`src/rtl/hit_scorer_pkg.sv`:
```
// Shared definitions for the hit scorer: VGA timing, scoring defaults and FSM encoding.
// The timing constants are the same ones the VGA logic and the drawers use.
package hit_scorer_pkg;

    localparam int H_TOTAL  = 800;
    localparam int V_TOTAL  = 525;
    localparam int H_ACTIVE = 640;
    localparam int V_ACTIVE = 480;

    localparam int MIN_OVERLAP = 4;
    localparam int SHOT_FRAMES = 30;
    localparam int KILL_FRAMES = 60;

    typedef enum logic [1:0] {
        IDLE  = 2'd0,
        ARMED = 2'd1,
        KILL  = 2'd2
    } state_t;

    // Counters in this block stick at 255 instead of wrapping.
    function automatic logic [7:0] sat_inc(input logic [7:0] value);
        return (value == 8'hFF) ? value : value + 8'd1;
    endfunction

endpackage

```
`src/rtl/hit_scorer_if.sv`:
```
// Pixel-side inputs and scoring outputs of the hit scorer, bundled as one port.
// The master side is the VGA/drawer pipeline, the slave side is the scorer.
interface hit_scorer_if;

    logic [9:0] hcount;
    logic [9:0] vcount;
    logic       duck_draw;
    logic       shot_draw;
    logic       fire;

    logic       armed;
    logic       hit_pulse;
    logic       miss_pulse;
    logic       duck_kill;
    logic [7:0] score;
    logic [7:0] shots;

    modport master (
        output hcount, vcount, duck_draw, shot_draw, fire,
        input  armed, hit_pulse, miss_pulse, duck_kill, score, shots
    );

    modport slave (
        input  hcount, vcount, duck_draw, shot_draw, fire,
        output armed, hit_pulse, miss_pulse, duck_kill, score, shots
    );

endinterface

```
`src/rtl/hit_scorer_fire_edge_sync.sv`:
```
// Two-flop synchroniser followed by a registered rising-edge detector.
// A raw low-to-high edge produces a one-cycle rise three clocks later.
module hit_scorer_fire_edge_sync (
    input  logic clk,
    input  logic reset,
    input  logic din,
    output logic rise
);

    logic [1:0] sync_reg;
    logic       prev_reg;
    logic       rise_reg;

    always_ff @(posedge clk) begin
        if (reset) begin
            sync_reg <= 2'b00;
            prev_reg <= 1'b0;
            rise_reg <= 1'b0;
        end else begin
            sync_reg <= {sync_reg[0], din};
            prev_reg <= sync_reg[1];
            // Bounce after synchronisation still yields one rise per 0->1 step.
            rise_reg <= sync_reg[1] & ~prev_reg;
        end
    end

    assign rise = rise_reg;

endmodule

```
`src/rtl/hit_scorer.sv`:
```
// Per-frame hit decision: counts duck/shot overlap in the visible area and
// scores an armed shot at the end of each frame, driving the falling-duck state.
module hit_scorer #(
    parameter int H_TOTAL     = hit_scorer_pkg::H_TOTAL,
    parameter int V_TOTAL     = hit_scorer_pkg::V_TOTAL,
    parameter int H_ACTIVE    = hit_scorer_pkg::H_ACTIVE,
    parameter int V_ACTIVE    = hit_scorer_pkg::V_ACTIVE,
    parameter int MIN_OVERLAP = hit_scorer_pkg::MIN_OVERLAP,
    parameter int SHOT_FRAMES = hit_scorer_pkg::SHOT_FRAMES,
    parameter int KILL_FRAMES = hit_scorer_pkg::KILL_FRAMES
) (
    input  logic         vga_clk,
    input  logic         reset,
    hit_scorer_if.slave  bus
);

    import hit_scorer_pkg::*;

    logic fire_rise;
    logic frame_end;
    logic pixel_overlap;

    state_t     state_reg, state_next;
    logic [7:0] ovl_reg, ovl_next;
    logic [7:0] frame_cnt_reg, frame_cnt_next;
    logic [7:0] kill_cnt_reg, kill_cnt_next;
    logic [7:0] score_reg, score_next;
    logic [7:0] shots_reg, shots_next;
    logic       hit_reg, hit_next;
    logic       miss_reg, miss_next;
    logic       arm_clear;

    hit_scorer_fire_edge_sync u_fire_sync (
        .clk   (vga_clk),
        .reset (reset),
        .din   (bus.fire),
        .rise  (fire_rise)
    );

    // The last pixel of the frame sits in blanking, so it never adds overlap.
    assign frame_end = (bus.hcount == 10'(H_TOTAL - 1)) &&
                       (bus.vcount == 10'(V_TOTAL - 1));

    assign pixel_overlap = (bus.hcount < 10'(H_ACTIVE)) &&
                           (bus.vcount < 10'(V_ACTIVE)) &&
                           bus.duck_draw && bus.shot_draw;

    always_comb begin
        state_next     = state_reg;
        frame_cnt_next = frame_cnt_reg;
        kill_cnt_next  = kill_cnt_reg;
        score_next     = score_reg;
        shots_next     = shots_reg;
        hit_next       = 1'b0;
        miss_next      = 1'b0;
        arm_clear      = 1'b0;

        case (state_reg)
            IDLE: begin
                if (fire_rise) begin
                    state_next     = ARMED;
                    frame_cnt_next = 8'd0;
                    shots_next     = sat_inc(shots_reg);
                    arm_clear      = 1'b1;
                end
            end

            ARMED: begin
                if (frame_end) begin
                    if (ovl_reg >= 8'(MIN_OVERLAP)) begin
                        state_next    = KILL;
                        hit_next      = 1'b1;
                        score_next    = sat_inc(score_reg);
                        kill_cnt_next = 8'd0;
                    end else if (frame_cnt_reg == 8'(SHOT_FRAMES - 1)) begin
                        state_next = IDLE;
                        miss_next  = 1'b1;
                    end else begin
                        frame_cnt_next = frame_cnt_reg + 8'd1;
                    end
                end
            end

            KILL: begin
                if (frame_end) begin
                    if (kill_cnt_reg == 8'(KILL_FRAMES - 1)) begin
                        state_next = IDLE;
                    end else begin
                        kill_cnt_next = kill_cnt_reg + 8'd1;
                    end
                end
            end

            default: begin
                state_next = IDLE;
            end
        endcase
    end

    // Arming restarts the count even if the arm lands on an overlapping pixel.
    always_comb begin
        ovl_next = ovl_reg;
        if (arm_clear) begin
            ovl_next = 8'd0;
        end else if (frame_end) begin
            ovl_next = 8'd0;
        end else if (pixel_overlap) begin
            ovl_next = sat_inc(ovl_reg);
        end
    end

    always_ff @(posedge vga_clk) begin
        if (reset) begin
            state_reg     <= IDLE;
            ovl_reg       <= 8'd0;
            frame_cnt_reg <= 8'd0;
            kill_cnt_reg  <= 8'd0;
            score_reg     <= 8'd0;
            shots_reg     <= 8'd0;
            hit_reg       <= 1'b0;
            miss_reg      <= 1'b0;
        end else begin
            state_reg     <= state_next;
            ovl_reg       <= ovl_next;
            frame_cnt_reg <= frame_cnt_next;
            kill_cnt_reg  <= kill_cnt_next;
            score_reg     <= score_next;
            shots_reg     <= shots_next;
            hit_reg       <= hit_next;
            miss_reg      <= miss_next;
        end
    end

    assign bus.armed      = (state_reg == ARMED);
    assign bus.duck_kill  = (state_reg == KILL);
    assign bus.hit_pulse  = hit_reg;
    assign bus.miss_pulse = miss_reg;
    assign bus.score      = score_reg;
    assign bus.shots      = shots_reg;

endmodule

```
`src/flat_wrapper.sv`:
```
// flat-port wrapper written by rule: the top's interface ports become plain ports
module hit_scorer_flat import hit_scorer_pkg::*;
#(
    parameter int H_TOTAL     = hit_scorer_pkg::H_TOTAL,
    parameter int V_TOTAL     = hit_scorer_pkg::V_TOTAL,
    parameter int H_ACTIVE    = hit_scorer_pkg::H_ACTIVE,
    parameter int V_ACTIVE    = hit_scorer_pkg::V_ACTIVE,
    parameter int MIN_OVERLAP = hit_scorer_pkg::MIN_OVERLAP,
    parameter int SHOT_FRAMES = hit_scorer_pkg::SHOT_FRAMES,
    parameter int KILL_FRAMES = hit_scorer_pkg::KILL_FRAMES
)
  (vga_clk, reset, bus_hcount, bus_vcount, bus_duck_draw, bus_shot_draw, bus_fire, bus_armed, bus_hit_pulse, bus_miss_pulse, bus_duck_kill, bus_score, bus_shots);
  hit_scorer_if bus_i ();
  input  logic vga_clk;
  input  logic reset;
  input wire logic [$bits(bus_i.hcount)-1:0] bus_hcount;
  input wire logic [$bits(bus_i.vcount)-1:0] bus_vcount;
  input wire logic [$bits(bus_i.duck_draw)-1:0] bus_duck_draw;
  input wire logic [$bits(bus_i.shot_draw)-1:0] bus_shot_draw;
  input wire logic [$bits(bus_i.fire)-1:0] bus_fire;
  output wire logic [$bits(bus_i.armed)-1:0] bus_armed;
  output wire logic [$bits(bus_i.hit_pulse)-1:0] bus_hit_pulse;
  output wire logic [$bits(bus_i.miss_pulse)-1:0] bus_miss_pulse;
  output wire logic [$bits(bus_i.duck_kill)-1:0] bus_duck_kill;
  output wire logic [$bits(bus_i.score)-1:0] bus_score;
  output wire logic [$bits(bus_i.shots)-1:0] bus_shots;
  assign bus_i.hcount = bus_hcount;
  assign bus_i.vcount = bus_vcount;
  assign bus_i.duck_draw = bus_duck_draw;
  assign bus_i.shot_draw = bus_shot_draw;
  assign bus_i.fire = bus_fire;
  assign bus_armed = bus_i.armed;
  assign bus_hit_pulse = bus_i.hit_pulse;
  assign bus_miss_pulse = bus_i.miss_pulse;
  assign bus_duck_kill = bus_i.duck_kill;
  assign bus_score = bus_i.score;
  assign bus_shots = bus_i.shots;
  hit_scorer #(.H_TOTAL(H_TOTAL), .V_TOTAL(V_TOTAL), .H_ACTIVE(H_ACTIVE), .V_ACTIVE(V_ACTIVE), .MIN_OVERLAP(MIN_OVERLAP), .SHOT_FRAMES(SHOT_FRAMES), .KILL_FRAMES(KILL_FRAMES)) u_core (.vga_clk(vga_clk), .reset(reset), .bus(bus_i));
endmodule
```
`config.mk`:
```
export PLATFORM = sky130hd
export DESIGN_NAME = hit_scorer_flat
export DESIGN_NICKNAME = d
export VERILOG_FILES = /design/src/rtl/hit_scorer_pkg.sv /design/src/rtl/hit_scorer_if.sv /design/src/rtl/hit_scorer_fire_edge_sync.sv /design/src/rtl/hit_scorer.sv /design/src/flat_wrapper.sv
export SDC_FILE = /design/constraint.sdc
export NUM_CORES = 1
export LEC_CHECK = 0
export CORE_ASPECT_RATIO = 0.5
export CORE_MARGIN = 5
export CORE_UTILIZATION = 25
export CTS_CLUSTER_DIAMETER = 80
export DETAILED_ROUTE_END_ITERATION = 16
export MAX_ROUTING_LAYER = met4
export PLACE_DENSITY = 0.54
export SLEW_MARGIN = 10
export SYNTH_ARGS = -nofsm -noshare
export SYNTH_HDL_FRONTEND = slang
export SYNTH_SLANG_ARGS = --single-unit
```
`constraint.sdc`:
```
create_clock -name vga_clk -period 1.87 [get_ports vga_clk]
set_input_delay 0.374 -clock vga_clk [delete_from_list [all_inputs] [get_ports vga_clk]]
set_output_delay 0.374 -clock vga_clk [all_outputs]
set_load 0.01 [all_outputs]
```
* Word level (Yosys, flattened, before mapping) *
Index checks and enable logic that the tools add are counted.

storage, ports and cells
  output and inout bits = 20
  input bits = 25
  register bits after elaboration = 48
  logic and storage cells = 81

cells by class
  bitwise logic cells = 7
  multiplexer cells = 21
  reductions and logical operators = 16
  add/subtract/negate cells = 5
  magnitude comparators = 3
  eq/ne operators = 18

operators with widths
  kind                  number
  $mux 8                8
  $add 8x1->8 const B   5
  $pmux 8 s2            2
  $eq 8x8->1 const B    3
  $eq 10x10->1 const B  2
  $reduce_and 5->1      3
  $mux 2                6
  $lt 10x10->1 const B  1
  $lt 10x9->1 const B   1
  $eq 8x5->1 const B    1
  $eq 8x6->1 const B    1
  $ge 8x3->1 const B    1
  $ne 2x1->1 const B    4
  $ne 2x2->1 const B    4
  $not 1->1             6
  $pmux 2 s3            1
  $reduce_or 3->1       2
  $logic_and 1x1->1     4
  $mux 1                4
  $reduce_and 4->1      1
  $reduce_bool 2->1     2
  $reduce_or 4->1       1
  $ne 3x1->1 const B    1
  $reduce_and 3->1      1
  other kinds (5)       5

* Longest topological paths before layout *
  depth in word-level cells = 5
  gate-level depth with buffers = 8
  depth with buffers taken out = 7

* Modules after synthesis *
From an unflattened synthesis, not the netlist that was laid out.

second synthesis, totals
  cell total of the unflattened synthesis = 277
  area, all modules = 2418.6 um^2

modules (own cells, without submodules)
  module                     seq. area each (um^2)  area each (um^2)  times used  cells each
  hit_scorer                 880.8                  2307.2            1           269
  hit_scorer_fire_edge_sync  80.1                   111.4             1           8

* Worst setup path after synthesis *
OpenSTA, ideal clock, no wires.

  path type = input to register
  from = in bus_hcount[7]
  to = reg u_core.score_reg[7] (netlist: u_core.bus.score[7])
  required time = 1.800 ns
  buffers on the path = 0
  setup time = 0.070 ns
  path slack = -0.052 ns
  arrival time = 1.852 ns
  stages on the path = 5
  cell sequence = nand4bb_1 > nor2_2 > or4b_4 > or4_1 > a21oi_1

between the ends
  cells in the longest elaborated chain, start to end = 3

RTL lines
  what                        line                source
  from (decl)                 flat_wrapper.sv:16  input wire logic [$bits(bus_i.hcount)-1:0] bus_hcount;
  $eq 10x10->1                hit_scorer.sv:41    assign frame_end = (bus.hcount == 10'(H_TOTAL - 1)) &&
  $logic_and 1x1->1           hit_scorer.sv:41
  $reduce_and 4->1 (no line)  -
  to (signal assigned)        hit_scorer.sv:127   score_reg <= score_next;
  to (decl)                   hit_scorer.sv:27    logic [7:0] score_reg, score_next;

Every way passes these cells.
A chain may end at the register's enable or synchronous reset.

* Final worst setup path *
  from = reg u_core.state_reg[1]
  to = out bus_armed

between the ends
  cells in the longest elaborated chain, start to end = 1

RTL lines
  what                    line                source
  from (decl)             hit_scorer.sv:23    state_t state_reg, state_next;
  from (signal assigned)  hit_scorer.sv:123   state_reg <= state_next;
  $eq 2x1->1              hit_scorer.sv:134   assign bus.armed = (state_reg == ARMED);
  to (decl)               flat_wrapper.sv:21  output wire logic [$bits(bus_i.armed)-1:0] bus_armed;

Every way passes these cells.

==> key figures <==
Run status
  – Run status: finished clean

Die
  – Full die area: 11600 sq um
  – Core ar.: 9320 sq um
  – Starting Density: 25.3%
  – Die width: 147 um
  – # IOs: 45
  – FP Rows: 25
  – Die Height: 78.6 um

Cells and area
  – Layout area overhead: 51.4%
  – Layout cells sized above 1: 27.5%
  – FF+latch area: 968 sq um
  – ANT cells: 0
  – Fin nets: 402
  – Final instance area: 3570 sq um
  – Multi-input logic area: 1430 sq um
  – Fillcell total: 961

Route
  – Remaining DRCs: 0
  – Routed wire length: 5840 um
  – DR iter-0 viols: 128
  – Pre-Repair DR Iteration Count: 4
  – Total number of vias: 2275
  – Vias per inst: 4.62
  – Routed WL per cell: 11.9 um
  – Antenna Violating Nets Remaining: 0

Placed design
  – Placed wire-length estimate: 4350 um
  – Place WS: -0.477 ns
  – PortBufs: 44
  – Placed cell area: 3200 sq um
  – GPL Wtd Cong: 0.778

Synth
  – Syn_area_per_cell: 8.56 sq um
  – Fraction of registers with async set/reset: 0%
  – Largest area contributor in the netlist: dfxtp_1
  – Synth Flop Type: dfxtp_1
  – Synth area leaders: dfxtp_1, a21oi_1, xnor2_1
  – Unique masters post-synth: 40
  – Register area share after synthesis: 40.8%
  – Post-Synthesis Cells: 275
  – Top-count cell post-synth: dfxtp_1
  – Proportion of netlist area held by the largest area contributor: 40.8%
  – Leading cell types by count after synthesis: dfxtp_1, nor2_1, a21oi_1
  – Synth Cell Area: 2350 sq um
  – EDFF count, synth: 0
  – Synth warn: 0
  – Yosys reg bits: 48
  – Mapped Nets: 307

Setup path
  – R2R cell count: 7
  – WP data arrival: 1.45 ns
  – Critical R2R Capture: u_core.bus.score[6]$_SDFFE_PP0P_
  – Critical path class: register to primary output
  – Critical Path RT: 1.50 ns
  – Worst setup path start: u_core.state_reg[1]$_SDFFE_PP0P_
  – Element type at the critical path end: primary output
  – Worst reg-to-reg setup slack: 0.07 ns
  – Critical Path Fanout Max: 3
  – Worst R2R Start: u_core.ovl_reg[6]$_SDFFE_PP0P_
  – CP startpoint kind: register

Global routing
  – Vias in the first global route: 2075
  – GRT Util Overall: 10.6%
  – First-pass GRT wire length: 9960 um
  – Initial antenna violation count: 0
  – Gr ovfl total: 0
  – Largest net degree at the start of global routing: 16

Hold path
  – Worst Hold Depth: 1
  – Hold endpoint: u_core.u_fire_sync.rise$_SDFF_PP0_
  – HP Class: register to register
  – HP Start: u_core.u_fire_sync.prev_reg$_SDFF_PP0_

Timing
  – Final hold vios: 0
  – Min Tclk post-route: 1.82 ns
  – # setup viols final: 0
  – Total negative slack: 0 ns
  – Worst Skew: 0.00458 ns
  – Fin crit share: 97.5%
  – Slew at the pin closest to its max-slew limit: 0.467 ns
  – Worst Slack Setup Final: 0.0473 ns
  – RSZ-0062 raised after global routing: true
  – Slew Viols, Final: 0
  – FMAX: 0.549 GHz
  – Rel. slew slack: 68.8%

Clock network
  – Worst-path clk slew: 0.07 ns
  – Clock buffer depth: 2
  – H-Tree Depth: 2
  – CTS tree: built
  – Root buf cell: clkbuf_16
  – Total CTS buffers: 5
  – Hold-fix buffers at CTS: 0
  – CTS sink count: 48
  – Worst skew pair latency: 0.29 ns

Pwr
  – Pleak: 1.27 nW
  – Peak supply drop: 578 uV
  – PwrDens: 580 nW/um^2
  – Post-route total power: 2.07 mW

Job
  – Max-cap viol count: 0
critical path: stages (launching register included):
cell             delay (ns)
dfxtp_2                0.33
nand2b_4               0.15
inv_2                  0.06
buf_4                  0.09
clkdlybuf4s50_1        0.53
timing repair:
action / 4_1_cts / 5_1_grt
pin swaps: 16 / 11
setup endpoints to repair: 21 / 15
hold endpoints to repair: 0 / 0
gates resized for setup: 40 / 27
setup buffers: 11 / 4
cell type report:
type	instances	area share, %
clock inverter	2	0.421
multi-input combinational	208	40.2
timing repair buffer	95	22.8
sequential	48	27.2
clock buffer	6	3.89
tap	121	4.25
inverter	12	1.26
cell usage in the layout (no fill, tap or decap), types with 3 or more instances in the layout:
master           synthesis  layout
buf_4                    0      48
dfxtp_1                 48      42
nor2_1                  25      25
clkdlybuf4s50_1          0      23
nand3_1                 18      18
dlygate4sd2_1            0      17
nand2_1                 18      16
a21oi_1                 22      16
xnor2_1                 12      12
o31ai_1                 12      12
inv_1                   12      11
nand4_1                 10      10
o21ai_0                 10      10
or3_1                    8       8
nor3_1                   8       7
or4_1                   11       7
a21oi_2                  0       6
ha_1                     7       6
dfxtp_2                  0       6
nor2b_1                  5       5
clkbuf_16                0       5
or4_4                    0       4
xor2_1                   3       3
nor2_2                   4       3
and3_1                   3       3
nor4b_1                  5       3
buf_6                    0       3
per-layer routing:
layer  track usage (%)  wire length (um)  vias to the layer above
li1                  -                 -                     1195
met1              13.9              2910                     1057
met2              16.6              2710                       18
met3              2.60               147                        5
met4              2.23                61                        0
met5                 -                 0                        -
kinds of logic (layout without fill, tap and decap cells):
kind of cell / count (synthesis) / in the layout / synth area share [%]
fa+ha+maj: 7 / 7 / 3.72
buf+inv: 19 / 115 / 3.93
flops: 48 / 48 / 40.8
mux: 2 / 2 / 0.850
compound gates: 50 / 50 / 12.4
simple gates: 134 / 134 / 32.7
xor+xnor: 15 / 15 / 5.58
power breakdown:
part	internal, mW	leakage, nW	switching, mW
Sequential	1.03	0.390	0.00444
Clock	0.532	0.0691	0.390
Combinational	0.0643	0.807	0.0496
Total	1.62	1.27	0.444
metrics by stage:
stage | util [%] | cells | hold slack (ns)
6_report | 38.3 | 492 | 0.404
5_1_grt | 38.3 | 492 | 0.417
4_1_cts | 37.1 | 490 | 0.414
3_5_place_dp | 34.3 | 471 | 0.404
3_3_place_gp | 34.3 | 471 | 0.400
2_1_floorplan | - | 275 | 0.367
worst max-delay path by stage:
stage | endpoint | slack [ns] | depth (start not counted)
final | bus_armed | 0.05 | 4
after global routing | u_core.bus.score[3]$_SDFFE_PP0P_ | -0.02 | 7
after CTS | u_core.bus.score[7]$_SDFFE_PP0P_ | 0.006 | 6
after detailed placement | u_core.frame_cnt_reg[7]$_SDFFE_PP0P_ | -0.48 | 7
after global placement | u_core.frame_cnt_reg[7]$_SDFFE_PP0P_ | -0.48 | 7
after floorplan | u_core.bus.score[7]$_SDFFE_PP0P_ | 0.05 | 5
No activity file was read; power rests on OpenSTA's default activity.
